`src/rtl/dis_ram_port_arbiter_pkg.sv`:
```
// Shared dispatcher RAM-arbiter definitions: default geometry, the flat-bus slice macro
// and the modulo pointer increment used by the round-robin arbiters.
`ifndef DIS_RAM_PORT_ARBITER_PKG_SV
`define DIS_RAM_PORT_ARBITER_PKG_SV

`define DIS_SLICE(vec, idx, w) vec[(idx)*(w) +: (w)]

package dis_ram_port_arbiter_pkg;

    localparam int DIS_NUM_REQ   = 4;
    localparam int DIS_REQ_ID_W  = 2;
    localparam int DIS_WORD_SIZE = 16;
    localparam int DIS_ADDR_SIZE = 5;

    function automatic int wrap_inc(input int v, input int n);
        return (v + 1 >= n) ? 0 : v + 1;
    endfunction

endpackage

`endif

```
`src/rtl/dis_ram_port_arbiter_rr_arbiter.sv`:
```
// Round-robin arbiter with combinational one-hot grant; the pointer moves to one past
// the last granted requester and holds when nobody requests.
module rr_arbiter
    import dis_ram_port_arbiter_pkg::*;
#(
    parameter int NUM_REQ  = DIS_NUM_REQ,
    parameter int REQ_ID_W = DIS_REQ_ID_W
) (
    input  logic                clk,
    input  logic                rst,
    input  logic [NUM_REQ-1:0]  req,
    output logic [NUM_REQ-1:0]  gnt,
    output logic [REQ_ID_W-1:0] gnt_id
);

    logic [REQ_ID_W-1:0] ptr;

    always_comb begin
        int idx;
        logic found;
        gnt    = '0;
        gnt_id = '0;
        found  = 1'b0;
        idx    = int'(ptr);
        for (int i = 0; i < NUM_REQ; i++) begin
            if (!found && req[idx]) begin
                gnt[idx] = 1'b1;
                gnt_id   = REQ_ID_W'(idx);
                found    = 1'b1;
            end
            idx = wrap_inc(idx, NUM_REQ);
        end
    end

    always_ff @(posedge clk or posedge rst) begin
        if (rst) begin
            ptr <= '0;
        end else if (|req) begin
            ptr <= REQ_ID_W'(wrap_inc(int'(gnt_id), NUM_REQ));
        end
    end

endmodule

```
`src/rtl/dis_ram_port_arbiter.sv`:
```
// Shares one registered-read two-port dispatcher RAM among NUM_REQ clients with independent
// write/read round-robin arbiters. Define RAM_ARB_WR_BYPASS_EN to forward same-address writes to reads.
module dis_ram_port_arbiter
    import dis_ram_port_arbiter_pkg::*;
#(
    parameter int NUM_REQ   = DIS_NUM_REQ,
    parameter int REQ_ID_W  = DIS_REQ_ID_W,
    parameter int WORD_SIZE = DIS_WORD_SIZE,
    parameter int ADDR_SIZE = DIS_ADDR_SIZE
) (
    input  logic                          clk,
    input  logic                          rst,
    input  logic [NUM_REQ-1:0]            wr_req,
    input  logic [NUM_REQ*ADDR_SIZE-1:0]  wr_addr_flat,
    input  logic [NUM_REQ*WORD_SIZE-1:0]  wr_word_flat,
    output logic [NUM_REQ-1:0]            wr_gnt,
    input  logic [NUM_REQ-1:0]            rd_req,
    input  logic [NUM_REQ*ADDR_SIZE-1:0]  rd_addr_flat,
    output logic [NUM_REQ-1:0]            rd_gnt,
    output logic                          rd_valid,
    output logic [REQ_ID_W-1:0]           rd_id,
    output logic [WORD_SIZE-1:0]          rd_data,
    output logic                          ram_wr_en,
    output logic [ADDR_SIZE-1:0]          ram_wr_addr,
    output logic [WORD_SIZE-1:0]          ram_wr_word,
    output logic                          ram_rd_en,
    output logic [ADDR_SIZE-1:0]          ram_rd_addr,
    input  logic [WORD_SIZE-1:0]          ram_rd_word
);

    logic [REQ_ID_W-1:0] wr_id_p0;
    logic [REQ_ID_W-1:0] rd_id_p0;
    logic                vld_p1;
    logic [REQ_ID_W-1:0] id_p1;

    rr_arbiter #(.NUM_REQ(NUM_REQ), .REQ_ID_W(REQ_ID_W)) u_wr_arb (
        .clk    (clk),
        .rst    (rst),
        .req    (wr_req),
        .gnt    (wr_gnt),
        .gnt_id (wr_id_p0)
    );

    rr_arbiter #(.NUM_REQ(NUM_REQ), .REQ_ID_W(REQ_ID_W)) u_rd_arb (
        .clk    (clk),
        .rst    (rst),
        .req    (rd_req),
        .gnt    (rd_gnt),
        .gnt_id (rd_id_p0)
    );

    // Stage p0: grant-selected RAM port drive
    assign ram_wr_en   = |wr_gnt;
    assign ram_wr_addr = ram_wr_en ? `DIS_SLICE(wr_addr_flat, int'(wr_id_p0), ADDR_SIZE) : '0;
    assign ram_wr_word = ram_wr_en ? `DIS_SLICE(wr_word_flat, int'(wr_id_p0), WORD_SIZE) : '0;
    assign ram_rd_en   = |rd_gnt;
    assign ram_rd_addr = ram_rd_en ? `DIS_SLICE(rd_addr_flat, int'(rd_id_p0), ADDR_SIZE) : '0;

    // Stage p1: response tag aligned with the RAM's registered read
    always_ff @(posedge clk or posedge rst) begin
        if (rst) begin
            vld_p1 <= 1'b0;
            id_p1  <= '0;
        end else begin
            vld_p1 <= ram_rd_en;
            id_p1  <= rd_id_p0;
        end
    end

    assign rd_valid = vld_p1;
    assign rd_id    = id_p1;

`ifdef RAM_ARB_WR_BYPASS_EN
    logic                 byp_p1;
    logic [WORD_SIZE-1:0] byp_word_p1;

    always_ff @(posedge clk or posedge rst) begin
        if (rst) begin
            byp_p1      <= 1'b0;
            byp_word_p1 <= '0;
        end else begin
            byp_p1      <= ram_wr_en && ram_rd_en && (ram_wr_addr == ram_rd_addr);
            byp_word_p1 <= ram_wr_word;
        end
    end

    assign rd_data = byp_p1 ? byp_word_p1 : ram_rd_word;
`else
    // RAM reads before it writes, so a same-address collision returns the old word.
    assign rd_data = ram_rd_word;
`endif

endmodule

```
`config.mk`:
```
export PLATFORM = sky130hd
export DESIGN_NAME = dis_ram_port_arbiter
export DESIGN_NICKNAME = d
export VERILOG_FILES = /design/src/rtl/dis_ram_port_arbiter_pkg.sv /design/src/rtl/dis_ram_port_arbiter_rr_arbiter.sv /design/src/rtl/dis_ram_port_arbiter.sv
export SDC_FILE = /design/constraint.sdc
export NUM_CORES = 1
export LEC_CHECK = 0
export ABC_CLOCK_PERIOD_IN_PS = 7600
export BUFFER_PORTS_ARGS = -buffer_cell sky130_fd_sc_hd__buf_2
export CAP_MARGIN = 20
export CORE_MARGIN = 8
export CORE_UTILIZATION = 43
export CTS_CLUSTER_DIAMETER = 30
export DETAILED_ROUTE_END_ITERATION = 7
export PLACE_DENSITY = 0.9
export REMOVE_ABC_BUFFERS = 1
export SLEW_MARGIN = 20
export SYNTH_ARGS = -nofsm -noshare
export SYNTH_HDL_FRONTEND = slang
export SYNTH_SLANG_ARGS = --single-unit
```
`constraint.sdc`:
```
create_clock -name clk -period 7.6 [get_ports clk]
set_input_delay 0 -clock clk [delete_from_list [all_inputs] [get_ports clk]]
set_output_delay 0 -clock clk [all_outputs]
set_load 0.02 [all_outputs]
```
==> summary.txt, run 1 <==
Run status
  – Status: completed

Layout
  – Nets: between 500 and 600
  – Growth of design area from synthesis to finish: 26.8%
  – Commonest non-fill, non-tap cell in the layout: buf_2
  – Most frequent cells in the layout: 152 x buf_2, 41 x nand2_1, 31 x mux2i_1
  – Ratio of cells with drive above 1 in the final layout: 43.5%
  – # diodes: 0

Clock network
  – CTS buffer count: 3
  – # Post-CTS Setup Buffers: 0
  – Clock Sinks: 7
  – Worst-path clk slew: 0.04 ns
  – Clock latency on the worst-skew pair: 0.22 ns
  – Root Buffer: clkbuf_8
  – Clk buf depth: 2
  – CTS tree: yes
  – H-tree depth: 1

Yosys
  – Top_reg_cell synth: dfrtp_1
  – Post-synth ARST share: 100%
  – Synthesized area per cell: 7.90 sq um
  – Synthesized instance count: 306
  – Synth warnings: 0
  – Seq/Total Area, Yosys: 7.25%
  – Yosys reg bits: 7
  – EDFF count, synth: 0
  – Post-Syn Area: 2420 sq um
  – Cell variety after synth: between 50 and 60

Route
  – Vias per cell: 5.98
  – Via count: between 2,000 and 3,000
  – Post-DR wirelength/cell: 18.3 um
  – Final ANT Viol Nets: 0
  – DRT Pass-1 Iters: 5
  – Remaining DRCs: 0
  – Routed WL: 9020 um
  – Initial drt markers: 119

Worst setup path
  – CP Launch Type: flop
  – CP Cell Sequence: ha_1 -> nor2_1 -> fa_1 -> or2_2 -> or4_1 -> a21oi_2 -> o21ai_1 -> nand2_2 -> mux2i_1 -> a221oi_1 -> buf_2
  – CP Data Required Time: around 7.6 ns
  – Critical Path Slowest Stage Cell: nand2_2
  – Crit end category: output pin
  – R2R cell count: 11
  – CP max stage delay: 0.75 ns
  – Crit path max fanout: 43
  – Crit Path Category: flop to output pin
  – CP arrival: 4.72 ns

Global route
  – Largest net degree at the start of global routing: 45
  – Remaining Overflow, GRT: 0
  – Vias in the first global route: approximately 2,900
  – Initial antenna violation count: 0
  – Total GRT Usage: 20.3%
  – First-pass GRT wire length: roughly 14,000 um

STA
  – Setup violators final: 0
  – Slew margin rel.: 27.2%
  – Final min period: 4.72 ns
  – Max Freq: about 0.21 GHz
  – Setup_tns: 0 ns
  – RSZ-0062 raised after global routing: no
  – Tightest Pin Transition: 1.08 ns
  – Final period util: around 62%
  – Max Transition Viols Final: 0
  – Clk_skew: 0.000208 ns
  – Final hold vios: 0

Die
  – DIE WIDTH: 91.0 um
  – Initial core utilization: 44.1%
  – DIE AREA: between 8000 and 9000 sq um
  – Die Ht: 91.0 um
  – Core ar.: 5470 sq um
  – Ports: 185
  – Row Count: 27

Worst hold path
  – Worst Hold Path Cells: 0
  – Hold WC Path Type: input port to output pin

Placement
  – Routability cong.: between 0.9 and 1
  – Post-DP HPWL: approximately 7400 um
  – IO buf count: 152

Flow run
  – Max-Cap Viols: 0
## cell usage after synthesis (all sizes together), types with 5 or more instances
library cell	number	area [sq um]
a211oi	18	155
buf	32	229
mux2	5	60.1
mux2i	31	310
nand2	42	160
clkbuf	10	37.5
nor2	6	22.5
dfrtp	7	175
a21oi	29	153
a221oi	22	193
nor4	6	50.0
mux4	5	113
ha	15	188
inv	14	52.6
o21ai	10	50.0
## per-stage QoR
| stage | util, % | instance area, sq um | cells | setup WS, ns | hold slack [ns] |
|---|---|---|---|---|---|
| 2_1_floorplan | - | 2150 | 264 | 3.59 | -0.197 |
| 3_3_place_gp | 55.0 | 3010 | 488 | 3.30 | -0.0579 |
| 3_5_place_dp | 55.0 | 3010 | 488 | 3.16 | -0.0576 |
| 4_1_cts | 56.0 | 3060 | 493 | 2.92 | 0.000326 |
| 5_1_grt | 56.0 | 3060 | 493 | 2.63 | 0.000157 |
| 6_report | 56.0 | 3060 | 493 | 2.88 | 0.000182 |
## flip-flops by register name (all words and copies together), names as in the netlist
| name | cells |
|---|---|
| u_rd_arb.ptr | 2 |
| rd_id | 2 |
| u_wr_arb.ptr | 2 |
| rd_valid | 1 |
## timing repair
action | 4_1_cts | 5_1_grt
hold buffers | 1 | 0
resized for setup | 0 | 0
endpoints found under the hold margin | 7 | 0
## critical path, delay by kind of cell (launching register included)
kind,cells,cell delay (ns)
adder cells (fa/ha/maj),2,0.82
multiplexers,1,0.17
AND/OR/NAND/NOR,4,1.66
AO/OA/AOI/OAI,3,0.88
flip-flops,1,0.69
buffers and inverters,1,0.25
## final cells by class
class | count | area [sq um]
Clock buffer | 4 | 45.0
Fill cell | 517 | 2410
Inverter | 14 | 52.6
Multi-Input combinational cell | 243 | 1930
Sequential cell | 7 | 175
Tap cell | 72 | 90.1
Timing Repair Buffer | 153 | 771
## final timing paths
check                      slack [ns]               to       startpoint
hold reg to reg                  0.67  u_rd_arb.ptr[1]  u_rd_arb.ptr[1]
max in group asynchronous        7.11         rd_valid              rst
min in group asynchronous        0.28  u_wr_arb.ptr[0]              rst
hold / removal                 0.0002       rd_data[0]   ram_rd_word[0]
setup reg to reg                 3.56  u_rd_arb.ptr[1]  u_rd_arb.ptr[0]
setup / recovery                 2.88   ram_wr_addr[0]  u_wr_arb.ptr[0]
## per-layer routing
layer | GRT usage (%) | routed length, um
met3 | 5.84 | 710
met2 | 36.0 | 4560
met5 | 0 | 0
met4 | 7.91 | 284
met1 | 22.3 | 3470
## cells by family after synthesis
| kind of cell | count (synthesis) | share of synthesized area [%] |
|---|---|---|
| flops | 7 | 7.25 |
| buf+inv | 56 | 13.2 |
| fa+ha+maj | 17 | 9.43 |
| simple gates | 83 | 18.1 |
| compound gates | 100 | 31.3 |
| mux | 41 | 20.0 |
| xor+xnor | 2 | 0.725 |
Power of run 1 is left out: the tool's default activity adds up to more than one toggle a clock period on the data nets, which glitch-free logic cannot reach.
==> inputs of run 2 (changes only) <==
ABC_AREA = 1   (was not set)
ABC_CLOCK_PERIOD_IN_PS = 3800   (was 7600)
CORE_UTILIZATION = 41   (was 43)
PLACE_DENSITY = 0.83   (was 0.9)
clock period = 3.8 ns   (was 7.6 ns; I/O delays follow)
==> run 2 against run 1 <==
Global-route usage shrank 2.3 points. Routed wire length grew 12%. Count of clock-buffer cells in the layout is the same. Non-clock buffer count grew 6. Die area grew 28%. Design area grew 23%. Final cell count grew 51%. First-iteration DRC count grew 37%. Clock skew grew 0.0042 ns. Flip-flop and latch count is the same. Critical path depth grew 4. Highest routed layer unchanged.
==> summary.txt, run 2 <==
Yosys
  – Post-synth ARST share: 100% (unchanged)
  – Most frequent cell after synthesis: inv_1
  – Post-Syn Area: 3090 sq um (+28%)
  – EDFF count, synth: 0 (unchanged)
  – Top cells by area, synth: inv_1 13%, nand3_1 13%, nand2_1 13%
  – Seq/Total Area, Yosys: 5.66% (-1.6 points)
  – Synth warnings: 0 (unchanged)
  – Synthesized area per cell: 5.96 sq um (-25%)
  – Top cells by count, synth: 111 x inv_1, 104 x nand2_1, 79 x nand3_1
  – Post-synth top area cell: inv_1
  – Synthesized instance count: 519 (+70%)
  – Yosys reg bits: 7 (unchanged)
  – Cell variety after synth: 33 (-39%)
  – Top_reg_cell synth: dfrtp_1
  – Top cell type's share of synthesized area: 13.5% (+0.63 points)

Placement
  – Placed Area: 3730 sq um (+24%)
  – Post-DP HPWL: 8240 um (+11%)
  – Placed Cells: 737 (+51%)
  – Routability cong.: 0.947 (+3.0%)
  – IO buf count: 152 (unchanged)

Worst setup path
  – End of the worst register-to-register path: rd_valid
  – R2R cell count: 15 (+4)
  – Crit path max fanout: 44 (+2.3%)
  – Crit. Startpoint: u_wr_arb.ptr[1]
  – Critical Path Slowest Stage Cell: dfrtp_1
  – Beginning of the worst register-to-register path: u_rd_arb.ptr[1]
  – CP arrival: 3.41 ns (-1.31 ns)
  – Crit Path Category: flop to output pin
  – CP Cell Sequence: ha_1 -> nor2_1 -> fa_1 -> nor2_1 -> nand3_1 -> nand2_2 -> nand3_4 -> inv_2 -> nand2_4 -> nand2_8 -> nand2_8 -> nand2_1 -> nand3_1 -> a21oi_2 -> buf_2
  – CP Launch Type: flop
  – CP max stage delay: 0.47 ns (-0.28 ns)
  – Crit end category: output pin
  – CP Data Required Time: 3.80 ns (-3.80 ns)
  – FF-to-FF setup slack: 0.80 ns (-2.76 ns)

Route
  – Via count: 3,637 (+23%)
  – Vias per cell: 4.90 (-18%)
  – Initial drt markers: 163 (+37%)
  – Routed WL: 10,100 um (+12%)
  – DRT Pass-1 Iters: 5 (unchanged)
  – Post-DR wirelength/cell: 13.6 um (-26%)
  – Remaining DRCs: 0 (unchanged)
  – Final ANT Viol Nets: 0 (unchanged)

Global route
  – Largest net degree at the start of global routing: 45 (unchanged)
  – Vias in the first global route: 3,528 (+21%)
  – First-pass GRT wire length: 15,800 um (+10%)
  – Total GRT Usage: 18.0% (-2.3 points)
  – Initial antenna violation count: 0 (unchanged)
  – Remaining Overflow, GRT: 0 (unchanged)

Layout
  – Fill count: 756 (+46%)
  – Most frequent cells in the layout: 152 x buf_2, 111 x inv_1, 104 x nand2_1
  – Area occupied by multi-input gates: 2150 sq um (+12%)
  – Sequential Area: 175 sq um (unchanged)
  – # diodes: 0 (unchanged)
  – Growth of design area from synthesis to finish: 22.3%
  – Commonest non-fill, non-tap cell in the layout: buf_2
  – Ratio of cells with drive above 1 in the final layout: 38.1% (-5.4 points)
  – Post-Layout Inst Area: 3780 sq um (+23%)
  – Final non-filler cell total: 742 (+51%)
  – Nets: 791 (+39%)

Clock network
  – Root Buffer: clkbuf_8
  – # Post-CTS Setup Buffers: 0 (unchanged)
  – Worst-path clk slew: 0.04 ns (about the same)
  – Clock latency on the worst-skew pair: 0.23 ns (about the same)
  – Clock Sinks: 7 (unchanged)
  – CTS buffer count: 3 (unchanged)
  – CTS tree: yes
  – Clk buf depth: 2 (unchanged)
  – H-tree depth: 1 (unchanged)

STA
  – Setup violators final: 0 (unchanged)
  – Clk_skew: 0.00436 ns (+0.00415 ns)
  – Max Freq: 0.294 GHz
  – Final min period: approximately 3.4 ns
  – Max Transition Viols Final: 0 (unchanged)
  – Final period util: 89.6%
  – Slew margin rel.: 65.6% (+38 points)
  – Setup_tns: 0 ns (unchanged)
  – Fin Hold WS: 0.000182 ns (+0.0000000250 ns)
  – Final hold vios: 0 (unchanged)
  – RSZ-0062 raised after global routing: no
  – Tightest Pin Transition: 0.514 ns (-0.570 ns)

Die
  – Ports: 185 (unchanged)
  – DIE AREA: 10,600 sq um (+28%)
  – Row Count: 31 (+15%)
  – Initial core utilization: 42.4% (-1.7 points)
  – DIE WIDTH: 103 um (+13%)
  – Die Ht: 103 um (+13%)
  – Core ar.: 7290 sq um (+33%)

Worst hold path
  – Worst Hold Path Cells: 0 (unchanged)
  – Hold WC Path Type: input port to output pin
  – Hold EP: rd_data[0]
  – Worst Hold Launch: ram_rd_word[0]

Flow run
  – Max-Cap Viols: 0 (unchanged)

Run status
  – Status: completed
run 2: cell count changes in the layout (fill, tap and decap cells not counted), moves of 8 or more:
cell,previous run,this run
inv_1,12,111
nand3_1,4,79
nand2_1,41,104
mux2i_1,31,0
nand3b_1,0,26
a221oi_1,22,0
a21oi_2,2,21
nand3_2,0,19
a21oi_1,27,9
nor2_1,6,24
nand2_2,1,17
a211oi_1,14,0
o21ai_0,9,1
run 2: critical path: cells and delay by family, from the launching register on:
| kind | cells | cell delay [ns] |
|---|---|---|
| compound gates | 1 | 0.17 |
| fa+ha+maj | 2 | 0.72 |
| buf+inv | 2 | 0.30 |
| flops | 1 | 0.47 |
| simple gates | 10 | 1.48 |
run 2: timing repair:
item | CTS | global route
resized for setup | 0 | 0
hold buffers | 1 | 0
setup endpoints to repair | 0 | 0
endpoints found under the hold margin | 7 | 0
run 2: stage by stage:
stage | worst slack, ns | utilization [%]
floorplan | 0.735 | -
global route | 0.116 | 51.9
finish | 0.395 | 51.9
CTS | 0.381 | 51.9
detailed placement | 0.629 | 51.1
global placement | 0.783 | 51.1
run 2: worst max-delay path by stage:
| stage | slack (ns) | endpoint |
|---|---|---|
| global route | 0.12 | ram_rd_addr[0] |
| finish | 0.39 | ram_wr_word[13] |
| global placement | 0.78 | ram_rd_addr[2] |
| CTS | 0.38 | ram_wr_word[13] |
| detailed placement | 0.63 | ram_wr_word[13] |
| floorplan | 0.74 | ram_wr_addr[4] |
run 2: layer usage:
layer / up-vias / GRT usage, % / routed length [um]
met2: 156 / 31.6 / 5220
met4: 0 / 5.56 / 219
met3: 18 / 4.86 / 835
li1: 1849 / - / -
met1: 1614 / 20.7 / 3840
met5: - / 0 / 0
run 2: area by class of cell:
| cell class | count | share of cell area [%] |
|---|---|---|
| Timing Repair Buffer | 159 | 21.6 |
| Multi-Input combinational cell | 351 | 56.9 |
| Sequential cell | 7 | 4.63 |
| Inverter | 122 | 12.4 |
| Clock buffer | 4 | 1.19 |
| Tap cell | 99 | 3.27 |
run 2: cell families (layout without fill, tap and decap cells):
kind of cell	count (synthesis)	count (layout)	share of synthesized area, %
AOI/OAI and AO/OA	43	43	10.4
DFF	7	7	5.66
adders and majority gates	17	17	7.36
buffers and inverters	161	285	24.7
and+or+nand+nor	291	291	51.9
Power of run 2 is left out for the same reason.
==> inputs of run 3 (changes only) <==
RECOVER_POWER = 100   (was not set)
==> run 3 against run 2 <==
Flip-flop and latch count unchanged. Register-to-register slack worse by 0.12 ns. Worst setup slack worse by 0.064 ns. Critical path depth up 2. Design area down 0.50%. Critical path type unchanged.
==> summary.txt, run 3 (synthesis gave the netlist of run 2 again) <==
Worst setup path
  – Crit Path Category: flop to output pin
  – CP arrival: 3.47 ns (+0.06 ns)
  – FF-to-FF setup slack: 0.68 ns (-0.12 ns)
  – R2R cell count: 15 (unchanged)
  – Crit end category: output pin
  – CP Cell Sequence: ha_1 -> nor2_1 -> inv_1 -> fa_1 -> nand2_1 -> inv_1 -> nand3_1 -> nand2_1 -> nand3_2 -> inv_1 -> nand2_1 -> nand2_1 -> nand2_2 -> nand2_1 -> nand3_1 -> a21oi_1 -> clkbuf_2
  – Beginning of the worst register-to-register path: u_rd_arb.ptr[1]
  – CP max stage delay: 0.48 ns (about the same)
  – CP Launch Type: flop
  – Crit path max fanout: 13 (-70%)
  – Critical Path Slowest Stage Cell: fa_1
  – CP Data Required Time: 3.80 ns (about the same)
  – End of the worst register-to-register path: rd_valid
  – CP dominant cell by count: nand2_1

Clock network
  – CTS buffer count: 3 (unchanged)
  – # Post-CTS Setup Buffers: 0 (unchanged)
  – CTS resizes: 0 (unchanged)
  – CTS tree: yes
  – Root Buffer: clkbuf_8
  – Cts hold-fix bufs: 1 (unchanged)
  – Clock latency on the worst-skew pair: 0.23 ns (about the same)
  – H-tree depth: 1 (unchanged)
  – Clock Sinks: 7 (unchanged)
  – Clk buf depth: 2 (unchanged)
  – Worst-path clk slew: 0.05 ns (about the same)

Layout
  – Most frequent cells in the layout: 124 x buf_2, 112 x inv_1, 105 x nand2_1
  – Ratio of cells with drive above 1 in the final layout: 36.2% (-1.9 points)
  – Fill count: 763 (+0.93%)
  – # diodes: 0 (unchanged)
  – Nets: 791 (unchanged)
  – Growth of design area from synthesis to finish: 21.7%
  – Commonest non-fill, non-tap cell in the layout: buf_2

Global route
  – Initial antenna violation count: 0 (unchanged)
  – Total GRT Usage: 18.0% (unchanged)
  – First-pass GRT wire length: 15,800 um (unchanged)
  – Remaining Overflow, GRT: 0 (unchanged)
  – Vias in the first global route: 3,528 (unchanged)
  – Largest net degree at the start of global routing: 45 (unchanged)

STA
  – Max Transition Viols Final: 0 (unchanged)
  – Setup violators final: 0 (unchanged)
  – Final period util: 91.3% (+1.7 points)
  – Final hold vios: 0 (unchanged)
  – Tightest Pin Transition: 0.534 ns (+0.0208 ns)
  – Clk_skew: 0.00565 ns (+0.00129 ns)
  – Setup_tns: 0 ns (unchanged)
  – Final worst slack: 0.331 ns (-0.0641 ns)
  – Final min period: 3.47 ns (+0.0641 ns)
  – RSZ-0062 raised after global routing: no
  – Slew margin rel.: 64.3% (-1.4 points)
  – Max Freq: 0.288 GHz (-1.8%)

Worst hold path
  – Worst Hold Path Cells: 0 (unchanged)
  – Worst Hold Launch: ram_rd_word[0]
  – Hold WC Path Type: input port to output pin
  – Hold EP: rd_data[0]

Placement
  – Routability cong.: 0.947 (unchanged)
  – Dpl ws: 0.629 ns (unchanged)
  – IO buf count: 152 (unchanged)
  – Post-DP HPWL: 8240 um (unchanged)

Die
  – Core ar.: 7290 sq um (unchanged)
  – DIE WIDTH: 103 um (unchanged)
  – Initial core utilization: 42.4% (unchanged)
  – DIE AREA: 10,600 sq um (unchanged)
  – Die Ht: 103 um (unchanged)
  – Ports: 185 (unchanged)
  – Row Count: 31 (unchanged)

Route
  – Initial drt markers: 169 (+3.7%)
  – Via count: 3,623 (-0.38%)
  – Routed WL: 10,100 um (+0.15%)
  – DRT Pass-1 Iters: 5 (unchanged)
  – Vias per cell: 4.88 (-0.38%)
  – Post-DR wirelength/cell: 13.7 um (+0.15%)
  – Final ANT Viol Nets: 0 (unchanged)
  – Remaining DRCs: 0 (unchanged)

Run status
  – Status: completed

Flow run
  – Max-Cap Viols: 0 (unchanged)
## run 3: worst max path at each step
stage               slack (ns)               to             from
floorplan                 0.74   ram_wr_addr[4]  u_wr_arb.ptr[0]
global placement          0.78   ram_rd_addr[2]  u_rd_arb.ptr[1]
detailed placement        0.63  ram_wr_word[13]  u_wr_arb.ptr[1]
CTS                       0.38  ram_wr_word[13]  u_wr_arb.ptr[1]
global route              0.06   ram_wr_word[8]  u_wr_arb.ptr[1]
finish                    0.33   ram_rd_addr[4]  u_rd_arb.ptr[1]
## run 3: critical path: cells and delay by family (launching register included)
| kind | cells | cell delay (ns) |
|---|---|---|
| flip-flops | 1 | 0.46 |
| buffers and inverters | 4 | 0.49 |
| AND/OR/NAND/NOR | 10 | 1.38 |
| adder cells (fa/ha/maj) | 2 | 0.77 |
| AO/OA/AOI/OAI | 1 | 0.15 |
## run 3: layer usage
metal | share of wire [%] | track usage, % | vias up
met2 | 52 | 31.6 | 150
li1 | - | - | 1847
met4 | 2.3 | 5.56 | 0
met1 | 38 | 20.7 | 1605
met5 | 0 | 0 | -
met3 | 7.9 | 4.86 | 21
## run 3: cell type report
type                            instances  area [sq um]  share of cell area [%]
Sequential cell                         7           175                    4.65
Timing Repair Buffer                  159           805                    21.4
Clock buffer                            4          45.0                    1.20
Inverter                              122           470                    12.5
Tap cell                               99           124                    3.29
Multi-Input combinational cell        351          2150                    57.0
## run 3: through the flow
| step | hold slack, ns | std cells | area [sq um] | utilization, % |
|---|---|---|---|---|
| floorplan | -0.197 | 480 | 2800 | - |
| global placement | -0.0309 | 737 | 3730 | 51.1 |
| detailed placement | -0.0298 | 737 | 3730 | 51.1 |
| CTS | 0.000326 | 742 | 3780 | 51.9 |
| global route | 0.000157 | 742 | 3760 | 51.6 |
| finish | 0.000182 | 742 | 3760 | 51.6 |
Power of run 3 is left out for the same reason.
